--- src/rtl/draw_sprite_engine_if.sv ---
// ----------------------------------------------------------------------------
// draw_sprite_engine_if
// Groups the signals between the sprite draw engine and its surroundings.
//   Request side : enable, sprite_sel, base_x, base_y    (to engine)
//   Status       : done, busy                            (from engine)
//   Sprite ROM   : rom_addr (from engine), rom_data (to engine, 1-cycle latency)
//   VGA adapter  : vga_x, vga_y, vga_colour, vga_plot    (from engine)
// Modports:
//   slave  - the draw engine
//   master - the environment (view FSM, sprite ROM, VGA adapter, testbench)
// ----------------------------------------------------------------------------
interface draw_sprite_engine_if;
    logic       enable;
    logic [1:0] sprite_sel;
    logic [7:0] base_x;
    logic [6:0] base_y;
    logic [9:0] rom_addr;
    logic [2:0] rom_data;
    logic [7:0] vga_x;
    logic [6:0] vga_y;
    logic [2:0] vga_colour;
    logic       vga_plot;
    logic       done;
    logic       busy;

    modport slave (
        input  enable, sprite_sel, base_x, base_y, rom_data,
        output rom_addr, vga_x, vga_y, vga_colour, vga_plot, done, busy
    );

    modport master (
        output enable, sprite_sel, base_x, base_y, rom_data,
        input  rom_addr, vga_x, vga_y, vga_colour, vga_plot, done, busy
    );
endinterface

--- src/rtl/draw_sprite_engine.sv ---
// ----------------------------------------------------------------------------
// draw_sprite_engine
// Walks one SPR_W x SPR_H sprite out of a synchronous sprite ROM and writes
// its non-transparent, on-screen pixels to a VGA adapter, one per cycle.
//
// Ports:
//   clk     - single clock, rising edge
//   resetn  - asynchronous, active-low reset
//   bus     - draw_sprite_engine_if.slave (request, status, ROM, VGA signals)
//
// Sequence: IDLE -> SCAN (SPR_W*SPR_H cycles, one ROM address per cycle)
//           -> FLUSH (1 cycle, last pixel) -> DONE (until enable drops).
// Dropping enable in SCAN or FLUSH aborts the draw back to IDLE.
// ----------------------------------------------------------------------------
module draw_sprite_engine #(
    parameter int unsigned SPR_W       = 16,
    parameter int unsigned SPR_H       = 16,
    parameter logic [2:0]  TRANSPARENT = 3'b000,
    parameter int unsigned SCR_W       = 160,
    parameter int unsigned SCR_H       = 120
) (
    input logic                 clk,
    input logic                 resetn,
    draw_sprite_engine_if.slave bus
);

    localparam int unsigned CW   = $clog2(SPR_W);
    localparam int unsigned RW   = $clog2(SPR_H);
    localparam int unsigned AREA = SPR_W * SPR_H;

    localparam logic [CW-1:0] COL_MAX = CW'(SPR_W - 1);
    localparam logic [RW-1:0] ROW_MAX = RW'(SPR_H - 1);
    localparam logic [8:0]    X_LIM   = 9'(SCR_W);
    localparam logic [7:0]    Y_LIM   = 8'(SCR_H);

    typedef enum logic [1:0] {
        IDLE  = 2'd0,
        SCAN  = 2'd1,
        FLUSH = 2'd2,
        DONE  = 2'd3
    } state_e;

    state_e        state_q;

    // Request latched at IDLE->SCAN; inputs are ignored for the rest of the draw.
    logic [1:0]    sel_q;
    logic [7:0]    bx_q;
    logic [6:0]    by_q;

    // Row/column of the address currently on rom_addr.
    logic [CW-1:0] col_q;
    logic [RW-1:0] row_q;
    logic [9:0]    rom_addr_q;

    // Pixel stage: screen position of the address issued last cycle, one bit
    // wider than the VGA coordinates so a carry marks the pixel off-screen.
    logic [8:0]    px_q;
    logic [7:0]    py_q;
    logic          pv_q;

    logic          done_q;
    logic          busy_q;

    logic [CW-1:0] col_d;
    logic [RW-1:0] row_d;
    logic [9:0]    rom_addr_d;
    logic [9:0]    start_addr_d;
    logic          last_addr;
    logic          on_screen;

    function automatic logic [9:0] addr_of(input logic [1:0]    s,
                                           input logic [RW-1:0] r,
                                           input logic [CW-1:0] c);
        return 10'(32'(s) * AREA + 32'(r) * SPR_W + 32'(c));
    endfunction

    // NOTE: every signal assigned in always_comb gets a value on every path
    // (here unconditionally), otherwise synthesis infers a latch.
    always_comb begin
        last_addr    = (col_q == COL_MAX) && (row_q == ROW_MAX);
        col_d        = col_q + CW'(1);
        row_d        = (col_q == COL_MAX) ? row_q + RW'(1) : row_q;
        rom_addr_d   = addr_of(sel_q, row_d, col_d);
        start_addr_d = addr_of(bus.sprite_sel, '0, '0);
    end

    // NOTE: sequential state uses non-blocking assignments only, so every
    // register samples the pre-edge values of the others.
    // NOTE: the pixel stage is reset along with the FSM because the VGA
    // outputs are driven straight from it and must read 0 during reset.
    always_ff @(posedge clk or negedge resetn) begin
        if (!resetn) begin
            state_q    <= IDLE;
            sel_q      <= '0;
            bx_q       <= '0;
            by_q       <= '0;
            col_q      <= '0;
            row_q      <= '0;
            rom_addr_q <= '0;
            px_q       <= '0;
            py_q       <= '0;
            pv_q       <= 1'b0;
            done_q     <= 1'b0;
            busy_q     <= 1'b0;
        end else begin
            case (state_q)
                IDLE: begin
                    pv_q   <= 1'b0;
                    done_q <= 1'b0;
                    busy_q <= 1'b0;
                    if (bus.enable) begin
                        sel_q      <= bus.sprite_sel;
                        bx_q       <= bus.base_x;
                        by_q       <= bus.base_y;
                        col_q      <= '0;
                        row_q      <= '0;
                        rom_addr_q <= start_addr_d;
                        busy_q     <= 1'b1;
                        state_q    <= SCAN;
                    end
                end

                SCAN: begin
                    if (!bus.enable) begin
                        pv_q    <= 1'b0;
                        busy_q  <= 1'b0;
                        col_q   <= '0;
                        row_q   <= '0;
                        state_q <= IDLE;
                    end else begin
                        // ROM data for this address arrives next cycle, so its
                        // screen position is carried alongside for one stage.
                        px_q       <= {1'b0, bx_q} + 9'(col_q);
                        py_q       <= {1'b0, by_q} + 8'(row_q);
                        pv_q       <= 1'b1;
                        col_q      <= col_d;
                        row_q      <= row_d;
                        rom_addr_q <= rom_addr_d;
                        if (last_addr) begin
                            state_q <= FLUSH;
                        end
                    end
                end

                FLUSH: begin
                    pv_q   <= 1'b0;
                    busy_q <= 1'b0;
                    if (!bus.enable) begin
                        state_q <= IDLE;
                    end else begin
                        done_q  <= 1'b1;
                        state_q <= DONE;
                    end
                end

                DONE: begin
                    pv_q   <= 1'b0;
                    busy_q <= 1'b0;
                    // A new request needs enable to drop first; holding it
                    // high simply keeps done asserted.
                    if (!bus.enable) begin
                        done_q  <= 1'b0;
                        state_q <= IDLE;
                    end
                end

                default: begin
                    state_q <= IDLE;
                end
            endcase
        end
    end

    // Clipping: a carry out of either sum is treated as off-screen.
    assign on_screen = !px_q[8] && (px_q < X_LIM) && !py_q[7] && (py_q < Y_LIM);

    assign bus.rom_addr   = rom_addr_q;
    assign bus.vga_x      = px_q[7:0];
    assign bus.vga_y      = py_q[6:0];
    assign bus.vga_colour = pv_q ? bus.rom_data : 3'b000;
    assign bus.vga_plot   = pv_q && (bus.rom_data != TRANSPARENT) && on_screen;
    assign bus.done       = done_q;
    assign bus.busy       = busy_q;

endmodule
--- src/flat_wrapper.sv ---
// flat-port wrapper written by rule: the top's interface ports become plain ports
module draw_sprite_engine_flat 
#(
    parameter int unsigned SPR_W       = 16,
    parameter int unsigned SPR_H       = 16,
    parameter logic [2:0]  TRANSPARENT = 3'b000,
    parameter int unsigned SCR_W       = 160,
    parameter int unsigned SCR_H       = 120
)
  (clk, resetn, bus_enable, bus_sprite_sel, bus_base_x, bus_base_y, bus_rom_data, bus_rom_addr, bus_vga_x, bus_vga_y, bus_vga_colour, bus_vga_plot, bus_done, bus_busy);
  draw_sprite_engine_if bus_i ();
  input logic clk;
  input logic resetn;
  input wire logic [$bits(bus_i.enable)-1:0] bus_enable;
  input wire logic [$bits(bus_i.sprite_sel)-1:0] bus_sprite_sel;
  input wire logic [$bits(bus_i.base_x)-1:0] bus_base_x;
  input wire logic [$bits(bus_i.base_y)-1:0] bus_base_y;
  input wire logic [$bits(bus_i.rom_data)-1:0] bus_rom_data;
  output wire logic [$bits(bus_i.rom_addr)-1:0] bus_rom_addr;
  output wire logic [$bits(bus_i.vga_x)-1:0] bus_vga_x;
  output wire logic [$bits(bus_i.vga_y)-1:0] bus_vga_y;
  output wire logic [$bits(bus_i.vga_colour)-1:0] bus_vga_colour;
  output wire logic [$bits(bus_i.vga_plot)-1:0] bus_vga_plot;
  output wire logic [$bits(bus_i.done)-1:0] bus_done;
  output wire logic [$bits(bus_i.busy)-1:0] bus_busy;
  assign bus_i.enable = bus_enable;
  assign bus_i.sprite_sel = bus_sprite_sel;
  assign bus_i.base_x = bus_base_x;
  assign bus_i.base_y = bus_base_y;
  assign bus_i.rom_data = bus_rom_data;
  assign bus_rom_addr = bus_i.rom_addr;
  assign bus_vga_x = bus_i.vga_x;
  assign bus_vga_y = bus_i.vga_y;
  assign bus_vga_colour = bus_i.vga_colour;
  assign bus_vga_plot = bus_i.vga_plot;
  assign bus_done = bus_i.done;
  assign bus_busy = bus_i.busy;
  draw_sprite_engine #(.SPR_W(SPR_W), .SPR_H(SPR_H), .TRANSPARENT(TRANSPARENT), .SCR_W(SCR_W), .SCR_H(SCR_H)) u_core (.clk(clk), .resetn(resetn), .bus(bus_i));
endmodule
--- config.mk ---
export PLATFORM = sky130hd
export DESIGN_NAME = draw_sprite_engine_flat
export DESIGN_NICKNAME = d
export VERILOG_FILES = /design/src/rtl/draw_sprite_engine_if.sv /design/src/rtl/draw_sprite_engine.sv /design/src/flat_wrapper.sv
export SDC_FILE = /design/constraint.sdc
export NUM_CORES = 1
export LEC_CHECK = 0
export ABC_CLOCK_PERIOD_IN_PS = 2100
export CAP_MARGIN = 20
export CORE_UTILIZATION = 63
export CTS_CLUSTER_DIAMETER = 100
export DETAILED_ROUTE_END_ITERATION = 7
export DONT_BUFFER_PORTS = 1
export HOLD_SLACK_MARGIN = 0.1
export PLACE_DENSITY = 0.79
export SKIP_LAST_GASP = 1
export SLEW_MARGIN = 10
export SYNTH_ARGS = -nofsm -noshare
export SYNTH_HDL_FRONTEND = slang
export SYNTH_SLANG_ARGS = --single-unit
--- constraint.sdc ---
create_clock -name clk -period 2.1 [get_ports clk]
set_input_delay 0.315 -clock clk [delete_from_list [all_inputs] [get_ports clk]]
set_output_delay 0.315 -clock clk [all_outputs]
set_load 0.005 [all_outputs]
==> run summary <==
Outcome: finished, violations left
Failing checks: DRC
Cell area after synthesis: 2970 um2
Wire per inst: 15.6 um
Final Util: 69.7%
Leakage: 1.43 nW
Leading cell types in the layout, fill and taps excluded: dfrtp_1 (57), nand2_1 (45), o21ai_0 (25), mux2_2 (18)
Site row count: 24
Synth async-reset ratio: 100%
Max Root-Sink Buffers: 2
All-Layer GR Usage: 22.8%
CTS H-tree depth: 3
Placed wire-length estimate: 3.68 mm
Worst setup SP type: flip-flop
Actual slew at the worst max-slew pin: 566 ps
Sequential area share after synthesis: 48.0%
Fin Clk Skew: 6.11 ps
Drt via density: 5.93
Pwr dens: 830 nW/um2
Worst EP arrival: 2160 ps
Die area: 4990 um2
Final Cycle Share: 90.1%
Min-Delay Path Class: in2reg
Finish-stage setup viols: 0
Setup TNS: 0 ps
Detailed Route WL: 5.19 mm
Pwr Total: 2.57 mW
CTS tree: done
Core Region: 4440 um2
Area post-placement: 2870 um2
Initial drt markers: 112
Clock Latency Late Sink: 330 ps
CP endpoint kind: flip-flop
Post-layout min period: 1890 ps
GR Overflow Total: 0
VDD IR-drop max: 503 uV
Remaining DRCs: 7
Hold Fails Final Rpt: 0
Routability-driven placement congestion ratio: 0.787
Post-Syn Nets: 320
Ys Warns: 0
Root Driver: clkbuf_8
Syn_area_per_cell: 10.4 um2
Vias: 1974
Top post-synthesis cells by area: dfrtp_1 (48%), mux2_2 (6.8%), nand2_1 (5.7%), buf_4 (4.3%), ha_1 (4.2%)
Worst Hold Slack: 128 ps
Clock-pin transition on the worst setup and hold timing paths: 70 ps
Top-area cell type share of the netlist area: 48.0%
Fmax achieved: 528 MHz
Post-synth EDFFs: 0
Cell variety after synth: 46
Mapped Cells: 285
Dominant synthesized flop cell: dfrtp_1
Syn-to-layout area delta: 4.26%
Commonest non-fill, non-tap cell in the layout: dfrtp_1
Req. time, crit path: 2370 ps
# port buffers: 0
Initial DRT Pass Iterations: 7
Slew Limit Fails: 0
Synth area leader: dfrtp_1
Fillers: 332
Initial antenna violation count: 0
DIE WIDTH: 70.7 um
Slew headroom: 62.0%
ANT nets after route: 0
Post-CTS Setup Repair Bufs: 0
Max cap viols: 0
Crit-path max FO: 6
Initial Util: 66.8%
Largest net degree at the start of global routing: 58
RSZ-0062 raised after global routing: no
CTS Buf Count: 9
Vias in the first global route: 1931
WS Path Type: reg2reg
Seq cells post-synth: 57
Antenna Cells: 0
First-pass GRT wire length: 8.77 mm
Design Area, Final: 3100 um2
Top Ports: 54
Die H: 70.7 um
Nets@finish: 311
Clock Sinks: 57
Share of cells above drive strength 1: 15.7%
==> report_power, final <==
part           leakage (nW)  internal, mW  switching [mW]
combinational         0.618         0.146           0.155
sequential            0.722          1.23           0.124
clock                0.0911         0.485           0.433
==> per-layer routing <==
layer	global-route usage [%]	routed length, um	up-vias	share of wire, %
li1	-	-	969	-
met1	28.7	2400	943	46
met2	37.3	2450	53	47
met3	7.26	282	9	5.4
met4	8.67	53	0	1.0
met5	0	0	-	0
==> critical path: stages, from the launching register on <==
cell	delay, ps
dfrtp_1	430
ha_1	210
inv_1	60
fa_1	390
nor2b_1	160
o21ai_0	170
a211o_1	320
nand3_1	80
==> cell type report <==
cell class | count | area, um2 | share of cell area (%)
Tap cell | 52 | 65.1 | 2.10
Inverter | 12 | 45.0 | 1.46
Sequential cell | 57 | 1430 | 46.1
Clock buffer | 11 | 151 | 4.89
Multi-Input combinational cell | 189 | 1300 | 42.0
Clock inverter | 5 | 30.0 | 0.970
Timing Repair Buffer | 7 | 77.6 | 2.51
==> cell families (layout without fill, tap and decap cells) <==
kind of cell             Yosys count  after routing  share of synthesized area, %
buffers and inverters             39             35                          8.17
AO/OA/AOI/OAI                     62             62                          13.0
XOR/XNOR                          10             10                          2.95
AND/OR/NAND/NOR                   82             82                          13.7
flip-flops                        57             57                          48.0
adder cells (fa/ha/maj)           12             12                          5.56
multiplexers                      23             23                          8.51
==> per-stage QoR <==
stage	cells	setup slack [ps]
floorplan	285	389
global placement	314	322
detailed placement	314	254
CTS	333	217
global route	333	60.0
finish	333	208
==> Yosys cell counts, types with 2 or more instances <==
master	count
o21ai_1	2
a211oi_1	3
mux2_2	18
dfrtp_1	57
clkbuf_1	4
nor3b_1	3
and3_1	2
nand4_1	2
mux2i_1	5
nand3_1	8
a22o_1	2
a21o_1	3
and2_1	3
o21ai_0	25
a21oi_1	9
fa_1	2
ha_1	10
inv_1	11
nor2_1	7
buf_4	17
xnor2_1	5
nor3_1	5
o31ai_1	8
buf_6	4
nand2_1	45
xor2_1	5
==> state kept, by name, summed over array words and instances (netlist names) <==
register	cells
u_core.bus.busy	1
u_core.bus.done	1
u_core.bus.rom_addr	10
u_core.bx_q	8
u_core.by_q	7
u_core.col_q	4
u_core.pv_q	1
u_core.px_q	9
u_core.py_q	8
u_core.row_q	4
u_core.sel_q	2
u_core.state_q	2
==> path summary, 6_finish.rpt <==
| path | cells past startpoint | endpoint | from | slack (ps) |
|---|---|---|---|---|
| max in group asynchronous | 2 | u_core.py_q[7]$_DFFE_PN0P_ | resetn | 1370 |
| min in group asynchronous | 2 | u_core.px_q[0]$_DFFE_PN0P_ | resetn | 500 |
| setup / recovery | 7 | u_core.px_q[4]$_DFFE_PN0P_ | u_core.col_q[0]$_DFFE_PN0P_ | 210 |
| setup reg to reg | 7 | u_core.px_q[4]$_DFFE_PN0P_ | u_core.col_q[0]$_DFFE_PN0P_ | 210 |
| hold / removal | 1 | u_core.by_q[5]$_DFFE_PN0P_ | bus_base_y[5] | 130 |
| hold reg to reg | 2 | u_core.py_q[7]$_DFFE_PN0P_ | u_core.py_q[7]$_DFFE_PN0P_ | 500 |
==> repair_timing <==
| item | CTS | global route |
|---|---|---|
| hold buffers | 3 | 0 |
| resized for setup | 0 | 0 |
| endpoints found under the hold margin | 58 | 0 |
Power figures use the tool's default switching activity.
